File: config.mk
export PLATFORM = sky130hd
export DESIGN_NAME = conv_controller_flat
export DESIGN_NICKNAME = d
export VERILOG_FILES = /design/src/rtl/conv_controller_pkg.sv /design/src/rtl/conv_controller_if.sv /design/src/rtl/conv_controller_mod_counter.sv /design/src/rtl/conv_controller.sv /design/src/flat_wrapper.sv
export SDC_FILE = /design/constraint.sdc
export NUM_CORES = 1
export LEC_CHECK = 0
export CORE_ASPECT_RATIO = 0.6
export CORE_MARGIN = 4
export CORE_UTILIZATION = 47
export DETAILED_ROUTE_END_ITERATION = 16
export PLACE_DENSITY = 0.8
export SETUP_SLACK_MARGIN = 0.15
export SYNTH_ARGS = -nofsm -noshare
export SYNTH_HDL_FRONTEND = slang
export SYNTH_SLANG_ARGS = --single-unit
File: constraint.sdc
create_clock -name clk -period 1.9 [get_ports clk]
set_input_delay 0.285 -clock clk [delete_from_list [all_inputs] [get_ports clk]]
set_output_delay 0.285 -clock clk [all_outputs]
set_load 0.05 [all_outputs]
File: src/rtl/conv_controller_pkg.sv
// rtl/conv_controller_pkg.sv - shared states, select encodings and control bundle for conv_controller
package conv_ctrl_pkg;

  typedef enum logic [3:0] {
    IDLE,
    LOAD_F,
    LOAD_I,
    SLICE,
    MAC,
    STORE,
    WRITE,
    NEXT_B,
    DONE
  } state_t;

  localparam logic [1:0] OFFSET_Y = 2'd0;
  localparam logic [1:0] OFFSET_X = 2'd1;
  localparam logic [1:0] OFFSET_Z = 2'd2;

  localparam logic ADR_FILTER = 1'b0;
  localparam logic ADR_IMG    = 1'b1;

  // Per-cycle control outputs decoded from the current state
  typedef struct packed {
    logic       busy;
    logic       done;
    logic       mem_en;
    logic       filter_wr_en;
    logic       img_wr_en;
    logic       img_slice_en;
    logic       acc_en;
    logic       rst_acc;
    logic       res_buffer_en;
    logic       rst_res_reg;
    logic       inc_en;
    logic       inc_ld;
    logic       adr_sel;
    logic [1:0] mem_offset_sel;
  } ctrl_t;

endpackage

File: src/rtl/conv_controller_if.sv
// rtl/conv_controller_if.sv - start/done handshake and datapath control bundle
interface conv_controller_if;

  logic       start;
  logic       busy;
  logic       done;
  logic       mem_en;
  logic       wr_file;
  logic       filter_wr_en;
  logic       img_wr_en;
  logic       img_slice_en;
  logic       acc_en;
  logic       rst_acc;
  logic       res_buffer_en;
  logic       rst_res_reg;
  logic       inc_en;
  logic       inc_ld;
  logic       adr_sel;
  logic [1:0] mem_offset_sel;
  logic [7:0] countr16_img;
  logic [7:0] countr4_filter;
  logic [7:0] countr_filters;
  logic [7:0] countr43;
  logic [7:0] row_countr;
  logic [7:0] col_countr;
  logic [7:0] countr16;
  logic [7:0] countr_reg4;

  modport master (
    input  start,
    output busy, done, mem_en, wr_file, filter_wr_en, img_wr_en, img_slice_en,
           acc_en, rst_acc, res_buffer_en, rst_res_reg, inc_en, inc_ld, adr_sel,
           mem_offset_sel, countr16_img, countr4_filter, countr_filters, countr43,
           row_countr, col_countr, countr16, countr_reg4
  );

  modport slave (
    output start,
    input  busy, done, mem_en, wr_file, filter_wr_en, img_wr_en, img_slice_en,
           acc_en, rst_acc, res_buffer_en, rst_res_reg, inc_en, inc_ld, adr_sel,
           mem_offset_sel, countr16_img, countr4_filter, countr_filters, countr43,
           row_countr, col_countr, countr16, countr_reg4
  );

endinterface

File: src/rtl/conv_controller_mod_counter.sv
// rtl/conv_controller_mod_counter.sv - 8-bit wrapping counter with clear and terminal count
module mod_counter #(
  parameter int MAX = 255
) (
  input  logic       clk,
  input  logic       rst,
  input  logic       en,
  input  logic       clr,
  output logic [7:0] count,
  output logic       tc
);

  assign tc = (count == 8'(MAX));

  // Clear wins over step; a step from MAX wraps back to zero
  always_ff @(posedge clk or negedge rst) begin
    if (!rst) begin
      count <= '0;
    end else if (clr) begin
      count <= '0;
    end else if (en) begin
      count <= tc ? 8'd0 : count + 8'd1;
    end
  end

endmodule

File: src/rtl/conv_controller.sv
// rtl/conv_controller.sv - convolution datapath sequencer; optional CONV_CTRL_PAUSE_EN adds a pause input
module conv_controller
  import conv_ctrl_pkg::*;
#(
  parameter int NUM_FILTERS = 4,
  parameter int IMG_WORDS   = 16,
  parameter int SLICE_ROWS  = 4,
  parameter int MAC_STEPS   = 16,
  parameter int NUM_COLS    = 12,
  parameter int NUM_BANDS   = 4
) (
  input  logic clk,
  input  logic rst,
`ifdef CONV_CTRL_PAUSE_EN
  input  logic pause,
`endif
  conv_controller_if.master bus
);

  state_t state;
  state_t state_next;
  ctrl_t  ctl;
  logic   hold;

  logic start_go;
  logic en_f4, en_ff, en_img, en_row, en_c16, en_col, en_r4, en_c43, en_band;
  logic clr_band_ctx, clr_r4;

  logic [7:0] c_f4, c_ff, c_img, c_row, c_c16, c_col, c_r4, c_c43;
  logic [7:0] band_cnt_unused;
  logic       tc_f4, tc_ff, tc_img, tc_row, tc_c16, tc_col, tc_r4, tc_band;
  logic       c43_wrap_unused;

`ifdef CONV_CTRL_PAUSE_EN
  assign hold = pause;
`else
  assign hold = 1'b0;
`endif

  // State register; reset aborts any run straight back to IDLE
  always_ff @(posedge clk or negedge rst) begin
    if (!rst) state <= IDLE;
    else      state <= state_next;
  end

  // Next state, Moore controls and counter step/clear requests
  always_comb begin
    state_next   = state;
    ctl          = '0;
    ctl.adr_sel  = ADR_FILTER;
    ctl.mem_offset_sel = OFFSET_Y;
    start_go     = 1'b0;
    en_f4        = 1'b0;
    en_ff        = 1'b0;
    en_img       = 1'b0;
    en_row       = 1'b0;
    en_c16       = 1'b0;
    en_col       = 1'b0;
    en_r4        = 1'b0;
    en_c43       = 1'b0;
    en_band      = 1'b0;
    clr_band_ctx = 1'b0;
    clr_r4       = 1'b0;
    case (state)
      IDLE: begin
        if (bus.start) begin
          start_go        = 1'b1;
          ctl.inc_ld      = 1'b1;
          ctl.rst_res_reg = 1'b1;
          state_next      = LOAD_F;
        end
      end
      LOAD_F: begin
        ctl.busy           = 1'b1;
        ctl.filter_wr_en   = 1'b1;
        ctl.adr_sel        = ADR_FILTER;
        ctl.mem_offset_sel = OFFSET_Z;
        en_f4              = 1'b1;
        en_ff              = tc_f4;
        if (tc_f4 && tc_ff) state_next = LOAD_I;
      end
      LOAD_I: begin
        ctl.busy           = 1'b1;
        ctl.img_wr_en      = 1'b1;
        ctl.adr_sel        = ADR_IMG;
        ctl.mem_offset_sel = OFFSET_X;
        en_img             = 1'b1;
        if (tc_img) state_next = SLICE;
      end
      SLICE: begin
        ctl.busy         = 1'b1;
        ctl.img_slice_en = 1'b1;
        en_row           = 1'b1;
        if (tc_row) state_next = MAC;
      end
      MAC: begin
        ctl.busy    = 1'b1;
        ctl.acc_en  = 1'b1;
        ctl.rst_acc = (c_c16 == 8'd0);
        en_c16      = 1'b1;
        if (tc_c16) state_next = STORE;
      end
      STORE: begin
        ctl.busy          = 1'b1;
        ctl.res_buffer_en = 1'b1;
        en_r4             = 1'b1;
        // A full group of four or the last column forces a write-back
        if (tc_r4 || tc_col) begin
          state_next = WRITE;
        end else begin
          en_col     = 1'b1;
          state_next = SLICE;
        end
      end
      WRITE: begin
        ctl.busy           = 1'b1;
        ctl.mem_en         = 1'b1;
        ctl.mem_offset_sel = OFFSET_Y;
        en_c43             = 1'b1;
        clr_r4             = 1'b1;
        if (!tc_col) begin
          en_col     = 1'b1;
          state_next = SLICE;
        end else if (!tc_band) begin
          state_next = NEXT_B;
        end else begin
          state_next = DONE;
        end
      end
      NEXT_B: begin
        ctl.busy     = 1'b1;
        ctl.inc_en   = 1'b1;
        clr_band_ctx = 1'b1;
        en_band      = 1'b1;
        state_next   = LOAD_I;
      end
      DONE: begin
        ctl.done   = 1'b1;
        state_next = IDLE;
      end
      default: state_next = IDLE;
    endcase
    // Pause freezes everything and silences strobes; selects follow the held state
    if (hold) begin
      state_next        = state;
      start_go          = 1'b0;
      en_f4             = 1'b0;
      en_ff             = 1'b0;
      en_img            = 1'b0;
      en_row            = 1'b0;
      en_c16            = 1'b0;
      en_col            = 1'b0;
      en_r4             = 1'b0;
      en_c43            = 1'b0;
      en_band           = 1'b0;
      clr_band_ctx      = 1'b0;
      clr_r4            = 1'b0;
      ctl.mem_en        = 1'b0;
      ctl.filter_wr_en  = 1'b0;
      ctl.img_wr_en     = 1'b0;
      ctl.img_slice_en  = 1'b0;
      ctl.acc_en        = 1'b0;
      ctl.rst_acc       = 1'b0;
      ctl.res_buffer_en = 1'b0;
      ctl.rst_res_reg   = 1'b0;
      ctl.inc_en        = 1'b0;
      ctl.inc_ld        = 1'b0;
    end
  end

  mod_counter #(.MAX(3)) u_f4 (
    .clk(clk), .rst(rst), .en(en_f4), .clr(start_go), .count(c_f4), .tc(tc_f4));
  mod_counter #(.MAX(NUM_FILTERS - 1)) u_ff (
    .clk(clk), .rst(rst), .en(en_ff), .clr(start_go), .count(c_ff), .tc(tc_ff));
  mod_counter #(.MAX(IMG_WORDS - 1)) u_img (
    .clk(clk), .rst(rst), .en(en_img), .clr(start_go | clr_band_ctx), .count(c_img), .tc(tc_img));
  mod_counter #(.MAX(SLICE_ROWS - 1)) u_row (
    .clk(clk), .rst(rst), .en(en_row), .clr(start_go | clr_band_ctx), .count(c_row), .tc(tc_row));
  mod_counter #(.MAX(MAC_STEPS - 1)) u_c16 (
    .clk(clk), .rst(rst), .en(en_c16), .clr(start_go), .count(c_c16), .tc(tc_c16));
  mod_counter #(.MAX(NUM_COLS - 1)) u_col (
    .clk(clk), .rst(rst), .en(en_col), .clr(start_go | clr_band_ctx), .count(c_col), .tc(tc_col));
  mod_counter #(.MAX(3)) u_r4 (
    .clk(clk), .rst(rst), .en(en_r4), .clr(start_go | clr_r4), .count(c_r4), .tc(tc_r4));
  mod_counter #(.MAX(255)) u_c43 (
    .clk(clk), .rst(rst), .en(en_c43), .clr(start_go), .count(c_c43), .tc(c43_wrap_unused));
  mod_counter #(.MAX(NUM_BANDS - 1)) u_band (
    .clk(clk), .rst(rst), .en(en_band), .clr(start_go), .count(band_cnt_unused), .tc(tc_band));

  assign bus.busy           = ctl.busy;
  assign bus.done           = ctl.done;
  assign bus.mem_en         = ctl.mem_en;
  assign bus.wr_file        = ctl.mem_en;
  assign bus.filter_wr_en   = ctl.filter_wr_en;
  assign bus.img_wr_en      = ctl.img_wr_en;
  assign bus.img_slice_en   = ctl.img_slice_en;
  assign bus.acc_en         = ctl.acc_en;
  assign bus.rst_acc        = ctl.rst_acc;
  assign bus.res_buffer_en  = ctl.res_buffer_en;
  assign bus.rst_res_reg    = ctl.rst_res_reg;
  assign bus.inc_en         = ctl.inc_en;
  assign bus.inc_ld         = ctl.inc_ld;
  assign bus.adr_sel        = ctl.adr_sel;
  assign bus.mem_offset_sel = ctl.mem_offset_sel;
  assign bus.countr4_filter = c_f4;
  assign bus.countr_filters = c_ff;
  assign bus.countr16_img   = c_img;
  assign bus.row_countr     = c_row;
  assign bus.countr16       = c_c16;
  assign bus.col_countr     = c_col;
  assign bus.countr_reg4    = c_r4;
  assign bus.countr43       = c_c43;

endmodule

File: src/flat_wrapper.sv
// flat-port wrapper written by rule: the top's interface ports become plain ports
module conv_controller_flat import conv_ctrl_pkg::*;
#(
  parameter int NUM_FILTERS = 4,
  parameter int IMG_WORDS   = 16,
  parameter int SLICE_ROWS  = 4,
  parameter int MAC_STEPS   = 16,
  parameter int NUM_COLS    = 12,
  parameter int NUM_BANDS   = 4
)
  (clk, rst, bus_start, bus_busy, bus_done, bus_mem_en, bus_wr_file, bus_filter_wr_en, bus_img_wr_en, bus_img_slice_en, bus_acc_en, bus_rst_acc, bus_res_buffer_en, bus_rst_res_reg, bus_inc_en, bus_inc_ld, bus_adr_sel, bus_mem_offset_sel, bus_countr16_img, bus_countr4_filter, bus_countr_filters, bus_countr43, bus_row_countr, bus_col_countr, bus_countr16, bus_countr_reg4);
  conv_controller_if bus_i ();
  input  logic clk;
  input  logic rst;
  input wire logic [$bits(bus_i.start)-1:0] bus_start;
  output wire logic [$bits(bus_i.busy)-1:0] bus_busy;
  output wire logic [$bits(bus_i.done)-1:0] bus_done;
  output wire logic [$bits(bus_i.mem_en)-1:0] bus_mem_en;
  output wire logic [$bits(bus_i.wr_file)-1:0] bus_wr_file;
  output wire logic [$bits(bus_i.filter_wr_en)-1:0] bus_filter_wr_en;
  output wire logic [$bits(bus_i.img_wr_en)-1:0] bus_img_wr_en;
  output wire logic [$bits(bus_i.img_slice_en)-1:0] bus_img_slice_en;
  output wire logic [$bits(bus_i.acc_en)-1:0] bus_acc_en;
  output wire logic [$bits(bus_i.rst_acc)-1:0] bus_rst_acc;
  output wire logic [$bits(bus_i.res_buffer_en)-1:0] bus_res_buffer_en;
  output wire logic [$bits(bus_i.rst_res_reg)-1:0] bus_rst_res_reg;
  output wire logic [$bits(bus_i.inc_en)-1:0] bus_inc_en;
  output wire logic [$bits(bus_i.inc_ld)-1:0] bus_inc_ld;
  output wire logic [$bits(bus_i.adr_sel)-1:0] bus_adr_sel;
  output wire logic [$bits(bus_i.mem_offset_sel)-1:0] bus_mem_offset_sel;
  output wire logic [$bits(bus_i.countr16_img)-1:0] bus_countr16_img;
  output wire logic [$bits(bus_i.countr4_filter)-1:0] bus_countr4_filter;
  output wire logic [$bits(bus_i.countr_filters)-1:0] bus_countr_filters;
  output wire logic [$bits(bus_i.countr43)-1:0] bus_countr43;
  output wire logic [$bits(bus_i.row_countr)-1:0] bus_row_countr;
  output wire logic [$bits(bus_i.col_countr)-1:0] bus_col_countr;
  output wire logic [$bits(bus_i.countr16)-1:0] bus_countr16;
  output wire logic [$bits(bus_i.countr_reg4)-1:0] bus_countr_reg4;
  assign bus_i.start = bus_start;
  assign bus_busy = bus_i.busy;
  assign bus_done = bus_i.done;
  assign bus_mem_en = bus_i.mem_en;
  assign bus_wr_file = bus_i.wr_file;
  assign bus_filter_wr_en = bus_i.filter_wr_en;
  assign bus_img_wr_en = bus_i.img_wr_en;
  assign bus_img_slice_en = bus_i.img_slice_en;
  assign bus_acc_en = bus_i.acc_en;
  assign bus_rst_acc = bus_i.rst_acc;
  assign bus_res_buffer_en = bus_i.res_buffer_en;
  assign bus_rst_res_reg = bus_i.rst_res_reg;
  assign bus_inc_en = bus_i.inc_en;
  assign bus_inc_ld = bus_i.inc_ld;
  assign bus_adr_sel = bus_i.adr_sel;
  assign bus_mem_offset_sel = bus_i.mem_offset_sel;
  assign bus_countr16_img = bus_i.countr16_img;
  assign bus_countr4_filter = bus_i.countr4_filter;
  assign bus_countr_filters = bus_i.countr_filters;
  assign bus_countr43 = bus_i.countr43;
  assign bus_row_countr = bus_i.row_countr;
  assign bus_col_countr = bus_i.col_countr;
  assign bus_countr16 = bus_i.countr16;
  assign bus_countr_reg4 = bus_i.countr_reg4;
  conv_controller #(.NUM_FILTERS(NUM_FILTERS), .IMG_WORDS(IMG_WORDS), .SLICE_ROWS(SLICE_ROWS), .MAC_STEPS(MAC_STEPS), .NUM_COLS(NUM_COLS), .NUM_BANDS(NUM_BANDS)) u_core (.clk(clk), .rst(rst), .bus(bus_i));
endmodule
**Word-level counts from Yosys, hierarchy flattened**

Cells that the tools add are included.
Widths: inputs -> output; s select.

- Input port bits: 3
- Word-level logic and storage cells: 111
- Register bits: 76

- Add/sub/neg operators: 9
- Reduce and logical (&&, ||, !) cells: 15
- Eq/ne operators: 22
- Bitwise logic cells: 2
- Multiplexer cells: 53

Operators with widths:

| cell | number |
|---|---|
| $mux 8 | 27 |
| $add 8x1->8 const B | 9 |
| $eq 8x2->1 const B | 5 |
| $pmux 4 s8 | 1 |
| $mux 4 | 7 |
| $eq 8x4->1 const B | 3 |
| $reduce_bool 2->1 | 9 |
| $eq 4x3->1 const B | 4 |
| $mux 1 | 14 |
| $eq 4x2->1 const B | 2 |
| $eq 8x8->1 const B | 1 |
| $logic_not 8->1 | 1 |
| $ne 2x2->1 const B | 4 |
| $reduce_or 7->1 | 1 |
| $reduce_and 5->1 | 1 |
| $eq 4x1->1 const B | 1 |
| $eq 4x4->1 const B | 1 |
| $logic_not 4->1 | 1 |
| $pmux 2 s2 | 1 |
| $mux 3 | 1 |
| $mux 2 | 1 |
| $ne 2x1->1 const B | 1 |
| $or 1x1->1 | 2 |
| $pmux 1 s2 | 1 |
| 2 further kinds | 2 |

**Logic depth before layout (Yosys ltp)**

Gate-level depths: netlist (run 1).

- Word-level depth: 6
- Gate-level depth with buffers: 8

**Hierarchy**

Synthesis (run 1) repeated with hierarchy kept, for this count alone.

- Cell total of the unflattened synthesis: 482
- Area total of the unflattened synthesis: 4473.0 µm²

Modules (own cells, without submodules):

| module | area an instance (µm²) | times used | cells each | seq. area each (µm²) |
|---|---|---|---|---|
| mod_counter (u_core.u_band ...) | 451.7 | 5 | 47 | 200.2 |
| mod_counter (u_core.u_c16 ...) | 419.2 | 2 | 44 | 200.2 |
| conv_controller | 496.7 | 1 | 67 | 100.1 |
| mod_counter (u_core.u_col) | 445.4 | 1 | 46 | 200.2 |
| mod_counter (u_core.u_c43) | 434.2 | 1 | 46 | 200.2 |

**Least setup slack after synthesis (run 1)**

Ideal clock, no wire load.

- Path type: reg-to-reg
- From: register u_core.state[1]
- To: register u_core.state[0]
- Required time: 1775 ps
- Setup time: 125 ps
- Arrival time: 2466 ps
- Path slack: -690 ps
- Buffers on the path: 0
- Clock period less this slack: 2590 ps
- Cell stages (with the launch flop): 5
- Cells stage by stage: dfrtp_1 > nor4b_2 > a32oi_1 > nand3_2 > mux2_2

- Longest elaborated chain between the ends: 3

Ends and longest elaborated chain:

| what | line | source |
|---|---|---|
| from (decl) | conv_controller.sv:20 | `state_t state;` |
| from (signal assigned) | conv_controller.sv:43 | `else state <= state_next;` |
| $eq 4x1->1 (tied with other cells) | conv_controller.sv:64 | `case (state)` |
| $ne 2x1->1 (no line) or $ne 2x2->1 (tied branches) | -- |  |
| $reduce_and 5->1 (no line) | -- |  |

Parallel ways exist; a longest one is shown, timed or not.
A chain may end at the register's enable or synchronous reset.

**Final worst setup path (run 1)**

- From: register u_core.state[3]
- To: output port bus_rst_res_reg

- Longest elaborated chain between the ends: 2

Ends and longest elaborated chain:

| what | line | source |
|---|---|---|
| $logic_not 4->1 | conv_controller.sv:64 |  |
| $mux 1 | conv_controller.sv:64 |  |
| to (decl) | flat_wrapper.sv:26 | `output wire logic [$bits(bus_i.rst_res_reg)-1:0] bus_rst_res_reg;` |

No other way between the ends.

==> results.yml, run 1 <==
status:
  status: "finished, violations left"
  violations: "negative setup slack"
floorplanning:
  core_area_mm2: 0.00865
  die_h_um: 81.8
  rows: 26
  initial_core_util: 0.492
  fp.dieW_um: 131
  dieArea_mm2: 0.0107
  ios: 83
placement:
  dp_hpwl_um: 8730
  place_ws_ns: -0.133
  gp_congestion: 0.860
  port_buffers: 82
timing:
  slew_headroom: 0.658
  setup_ws_ns: -0.212
  clock_skew_ns: 0.00792
  holdWs_ns: 0.445
  tns_ns: -3.09
  clock.fmax_mhz: 473
  setup_viol_count_final: 43
  hold_viol: 0
  rsz0062_at_grt: "yes"
  fin_crit_sh: 1.11
  drv_slew: 0
  worstMarginPinSlew_ns: 0.516
  period_minus_slack_ns: 2.11
worst_setup_path:
  crit_type: "flip-flop to output pin"
  reg2reg_depth: 9
  crit_path_start_kind: "flip-flop"
  cp_max_fo: 3
  rr_endpoint: "u_core.u_ff.count[7]$_DFFE_PN0P_"
  worstReg2RegStart: "u_core.state[3]$_DFFE_PN0P_"
  critPathCaptureType: "output pin"
  r2r_setup_slack_ns: -0.18
  cp_data_required_time_ns: 1.62
  cp.arrival_ns: 1.83
synthesis:
  synthAdderAreaFrac: 0.0294
  yosys-mux-area-fraction: 0.0167
  ys_seq_elements: 76
  ys_seq_area_frac: 0.446
  synth-simple-area-share: 0.258
  ys_top_cells_by_area: "dfrtp_1 (45%), o21ai_0 (5.5%), nor2_1 (4.5%)"
  synth_cells: 464
  synth_edf_count: 0
  syn-num-nets: 477
  synth_cell_types: 68
  synth.largest_area_cell: "dfrtp_1"
  syn_area_mm2: 0.00426
  synthXorXnorAreaFrac: 0.0432
  synth_ff_type: "dfrtp_1"
  async_reset_ff_frac: 1.00
  synth_compound_area_frac: 0.165
  synth_top_area_share: 0.446
  yosysWarnings: 0
  synth_top_family_by_area: "simple AND/OR/NAND/NOR gates"
  syn_area_per_cell_um2: 9.18
power:
  power.total_mw: 10.9
  power.internal_mw: 5.73
  leakagePower_nw: 3.12
  switching_share: 0.473
  p_per_area_mw_per_mm2: 1610
  power_switching_mw: 5.15
  vdd_ir_drop_max_mv: 1.01
  combPwrFrac: 0.592
  clockPowerShare: 0.158
  seqPwrFrac: 0.250
clock_tree:
  cts_root_buf: "clkbuf_16"
  clk_path_buf_depth: 2
  clock_sinks: 76
  htree_levels: 3
  cts.clk_slew.worst_paths_ns: 0.06
  clock_latency_ns: 0.34
  numCtsBuffers: 9
  cts_tree: "yes"
routing:
  ant_nets: 0
  route.vias.total: 4588
  wl_um: 14800
  drt-wirelength-per-cell_um: 19.8
  dr.pass1.iters: 5
  drtIter0Drc: 373
  drcViolationCount: 0
  viasPerCell: 6.12
global_routing:
  grt-ovfl-total: 0
  antenna_found_initial: 0
  grt_pass1_vias: 4332
  grt_use_total: 0.259
  grt_pass1_wl_um: 21700
  grt_max_degree: 35
final_layout:
  n_antenna_cell: 0
  area_delta_synth_final_pct: 58.9
  final_nets: 646
  final_util: 0.783
  final_layout_size_suffix_gt1_frac: 0.411
job:
  drv_cap: 0
min_path:
  hold_class: "input pin to asynchronous set/reset pin"
cells in the mapped netlist, types with 3 or more instances:
| cell type | count |
|---|---|
| a21oi_1 | 16 |
| ha_1 | 10 |
| inv_1 | 11 |
| o31ai_1 | 9 |
| dfrtp_1 | 76 |
| and2_1 | 3 |
| nand2_1 | 48 |
| mux2i_1 | 6 |
| buf_2 | 8 |
| o2111ai_1 | 5 |
| nor3_1 | 14 |
| xor2_1 | 20 |
| o41ai_1 | 3 |
| nand2b_1 | 4 |
| nor3b_1 | 3 |
| nand3b_1 | 4 |
| o21ai_0 | 47 |
| a31oi_1 | 5 |
| nor4_1 | 3 |
| or3_1 | 5 |
| and3_1 | 21 |
| nor2_1 | 51 |
| clkbuf_1 | 5 |
| nand4_1 | 12 |
| nand3_1 | 20 |
| nor2b_1 | 3 |
| buf_4 | 6 |
critical path: stages (launching register included):
cell and delay [ns]:
dfrtp_1 0.37, or4_4 0.54, or2_4 0.27, clkinv_4 0.07, buf_12 0.11, buf_12 0.13
metal layers:
| layer | wire (µm) | global-route usage | up-vias |
|---|---|---|---|
| li1 | - | - | 2030 |
| met1 | 6340 | 0.361 | 2237 |
| met2 | 6820 | 0.398 | 283 |
| met3 | 1370 | 0.0721 | 38 |
| met4 | 293 | 0.0729 | 0 |
| met5 | 0 | 0 | - |
cell type report:
cell class / count / area (µm²)
multi-input cells: 354 / 2560
flip-flops and latches: 76 / 1930
fillers: 525 / 1880
repair buffers: 179 / 1780
clock buffers: 12 / 246
well taps: 112 / 140
inverters: 13 / 66.3
clock inverters: 4 / 50.0
layout by cell type (no fill, tap or decap), drive strengths merged, types with 14 or more instances in the layout:
cell,n
buf,143
nor3,14
xor2,20
o21ai,48
and3,22
nor2,51
a21oi,17
dlygate4sd2,32
nand3,21
dfrtp,76
nand2,48
timing repair:
item	CTS	global route
gates resized for setup	86	58
cloned	2	1
setup endpoints to repair	90	85
buffers inserted	29	11
endpoints found under the hold margin	32	0
pin swaps	20	22
hold buffers	1	0
how the worst max path moves through the flow:
stage,slack [ns],end,start,cells past startpoint
final,-0.21,bus_rst_res_reg,u_core.state[3]$_DFFE_PN0P_,5
after global routing,-0.24,bus_rst_res_reg,u_core.state[3]$_DFFE_PN0P_,5
after CTS,-0.22,bus_rst_res_reg,u_core.state[3]$_DFFE_PN0P_,5
after detailed placement,-0.13,u_core.u_c43.count[7]$_DFFE_PN0N_,bus_start,6
after global placement,-0.09,u_core.u_c43.count[7]$_DFFE_PN0N_,bus_start,6
after floorplan,-0.23,u_core.state[0]$_DFFE_PN0P_,u_core.u_row.count[0]$_DFFE_PN0P_,5
power by group through the flow:
stage	combinational (mW)	sequential (mW)	clock, mW
after floorplan	2.10	3.97	0
after global placement	5.38	2.63	0
after detailed placement	5.54	2.65	0
after CTS	5.88	2.65	1.73
after global routing	6.78	2.78	1.83
final	6.45	2.72	1.72
cells by family after synthesis:
family,Yosys count
xor gates and xnor gates,21
and+or+nand+nor,208
adders and majority gates,10
AOI/OAI and AO/OA,108
buffers and inverters,34
DFF,76
muxes,7
through the flow:
stage                     cell area [µm²]  instances
final                                6770        750
after CTS                            6440        738
after global placement               5760        690
after detailed placement             5760        690
after global routing                 6770        750
after floorplan                      4450        464
Power figures use the tool's default switching activity.
==> run 2: changes to the inputs <==
Settings changed: ABC_AREA from default to 1, CORE_UTILIZATION 47 to 50, PLACE_DENSITY 0.8 to 0.81, RECOVER_POWER from default to 50.
Clock period 1.9 ns to 1.95 ns, I/O delays scaled along.
==> run 2 against run 1 <==
  * The run now ends clean
  * Worst hold slack improved by 0.084 ns
  * Total power fell by 68%
  * Final cell count rose by 8.0%
  * Global-route usage fell by 1.0 points
  * Critical path type unchanged
  * Die area fell by 1.6%
  * Non-clock buffer count fell by 64
  * Sequential share of layout area rose by 3.0 points
  * Sequential cell count did not move
  * Clock power rose by 6%
  * Via count fell by 2.0%
==> results.yml, run 2 <==
worst_setup_path:
  crit_type: "flip-flop to output pin"
  crit_path_start_kind: "flip-flop"
  worstReg2RegStart: "u_core.state[2]$_DFFE_PN0P_"
  worstPathCellList: "nor2_4 > buf_4 > nand3_4 > inv_6 > buf_12"
  cp.arrival_ns: 1.56
  cp_data_required_time_ns: 1.66
  cp-startpoint: "u_core.state[2]$_DFFE_PN0P_"
  critPathCaptureType: "output pin"
  cp_slowest_cell: "dfrtp_1"
  cp_slowest_stage_delay_ns: 0.47
  cp_max_fo: 7
synthesis:
  synth_edf_count: 0
  netlist_top_cells_count: "nand2_1 (129), nor2_1 (79), dfrtp_1 (76)"
  synth_cells: 579
  synth_most_common_cell: "nand2_1"
  ys_seq_area_frac: 0.427
  async_reset_ff_frac: 1.00
  syn_area_mm2: 0.00446
  syn-num-nets: 592
  syn_area_per_cell_um2: 7.70
  yosysWarnings: 0
  ys_top_cells_by_area: "dfrtp_1 (43%), nand2_1 (11%), nor2_1 (6.7%)"
  synth_cell_types: 36
  synth.largest_area_cell: "dfrtp_1"
  ys_seq_elements: 76
  synth_top_area_share: 0.427
  synth_ff_type: "dfrtp_1"
clock_tree:
  clock_latency_ns: 0.35
  cts_tree: "yes"
  numCtsBuffers: 9
  cts.clk_slew.worst_paths_ns: 0.06
  htree_levels: 3
  cts_root_buf: "clkbuf_16"
  clock_sinks: 76
  clk_path_buf_depth: 2
timing:
  holdWs_ns: 0.529
  tns_ns: 0
  drv_slew: 0
  hold_viol: 0
  setup_ws_ns: 0.0993
  rsz0062_at_grt: "yes"
  setup_viol_count_final: 0
  clock.fmax_mhz: 540
  period_minus_slack_ns: 1.85
  worstMarginPinSlew_ns: 0.736
  slew_headroom: 0.510
  clock_skew_ns: 0.00730
  fin_crit_sh: 0.949
status:
  status: "completed"
floorplanning:
  die_h_um: 81.1
  core_area_mm2: 0.00859
  dieArea_mm2: 0.0105
  fp.dieW_um: 130
  initial_core_util: 0.519
  ios: 83
  rows: 26
placement:
  place_ws_ns: 0.127
  port_buffers: 82
  postPlaceCellArea_mm2: 0.00558
  dp_hpwl_um: 8960
  gp_congestion: 0.952
min_path:
  hold_class: "flip-flop to flip-flop"
  worstHoldStart: "u_core.u_band.count[0]$_DFFE_PN0N_"
routing:
  wl_um: 12700
  drt-wirelength-per-cell_um: 15.7
  drcViolationCount: 0
  drtIter0Drc: 522
  ant_nets: 0
  dr.pass1.iters: 7
  route.vias.total: 4495
  viasPerCell: 5.55
final_layout:
  n_antenna_cell: 0
  final_area_mm2: 0.00606
  final_cell_mix: "nand2_1 (124), nor2_1 (77), dfrtp_1 (73)"
  area_delta_synth_final_pct: 36.0
  final_common_cell: "nand2_1"
  final_nets: 706
  final_layout_size_suffix_gt1_frac: 0.166
power:
  vdd_ir_drop_max_mv: 0.423
  power.total_mw: 3.45
  leakagePower_nw: 3.13
  p_per_area_mw_per_mm2: 569
global_routing:
  grt-ovfl-total: 0
  grt_use_total: 0.248
  grt_busiest_layer: "met2"
  grtUsageMet3: 0.0585
  antenna_found_initial: 0
  grtUsageMet2: 0.384
  grtUsageMet1: 0.348
  grt_max_degree: 35
  grt_pass1_wl_um: 20500
  grt_pass1_vias: 4201
job:
  drv_cap: 0
==> run 2: cell count changes after synthesis, sizes merged, moves of 10 or more <==
cell   previous run  this run
a21oi            17        28
and3             22         0
inv              12        66
nand2            48       137
nand3            21        54
nor2             51        88
o21ai            48        38
==> run 2: report_power, final <==
part	total (mW)	leakage, nW	switching (mW)	internal, mW
registers	1.58	0.987	0	1.58
clock network	1.83	0.159	0.677	1.15
logic	0.0388	1.98	0.0332	0.00557
total	3.45	3.13	0.710	2.74
==> run 2: final timing paths <==
kind	to	slack [ns]	cells past startpoint
setup / recovery	bus_rst_res_reg	0.1	5
hold / removal	u_core.u_band.count[0]$_DFFE_PN0N_	0.53	1
setup reg to reg	u_core.u_ff.count[2]$_DFFE_PN0P_	0.18	8
hold reg to reg	u_core.u_band.count[0]$_DFFE_PN0N_	0.53	1
max in group asynchronous	u_core.u_col.count[1]$_DFFE_PN0P_	0.36	3
min in group asynchronous	u_core.u_img.count[7]$_DFFE_PN0P_	0.55	2
==> run 2: through the flow <==
| step | std cells | util |
|---|---|---|
| 2_1_floorplan | 579 | - |
| 3_3_place_gp | 772 | 0.649 |
| 3_5_place_dp | 772 | 0.649 |
| 4_1_cts | 799 | 0.693 |
| 5_1_grt | 810 | 0.705 |
| 6_report | 810 | 0.705 |
==> run 2: area by class of cell <==
| cell class | instances | area, µm² |
|---|---|---|
| fill | 644 | 2530 |
| multi-input combinational | 424 | 2280 |
| sequential | 76 | 1910 |
| timing repair buffer | 115 | 1130 |
| inverter | 67 | 274 |
| clock buffer | 10 | 239 |
| tap | 112 | 140 |
| clock inverter | 6 | 86.3 |
==> run 2: repair_timing <==
action                     4_1_cts  5_1_grt
pin swaps                        3        5
hold buffers                     1        0
setup buffers                   10       11
setup endpoints to repair       71       47
resized for setup               69       28
hold endpoints to repair        25        0
==> run 2: per-layer routing <==
layer | part of all wire | wire [µm]
met2 | 0.46 | 5830
met1 | 0.45 | 5730
met4 | 0.019 | 243
met3 | 0.074 | 938
met5 | 0 | 0
==> run 2: worst max-delay path: cells and delay by family (launching register included) <==
kind / cells / cell delay, ns
and+or+nand+nor: 2 / 0.29
buffers and inverters: 3 / 0.45
DFF: 1 / 0.47
==> run 2: kinds of logic (layout without fill, tap and decap cells) <==
group                    Yosys count  after routing  share of synthesized area
XOR/XNOR                          19             19                     0.0373
AND/OR/NAND/NOR                  303            303                      0.309
multiplexers                       1              1                    0.00225
buffers and inverters             79            198                     0.0783
AO/OA/AOI/OAI                     91             91                      0.118
adder cells (fa/ha/maj)           10             10                     0.0281
flip-flops                        76             76                      0.427
==> run 3: changes to the inputs <==
Settings changed: CTS_CLUSTER_SIZE from default to 20.
==> results of run 3 <==
Final layout, timing and power as in run 2 (identical DEF).
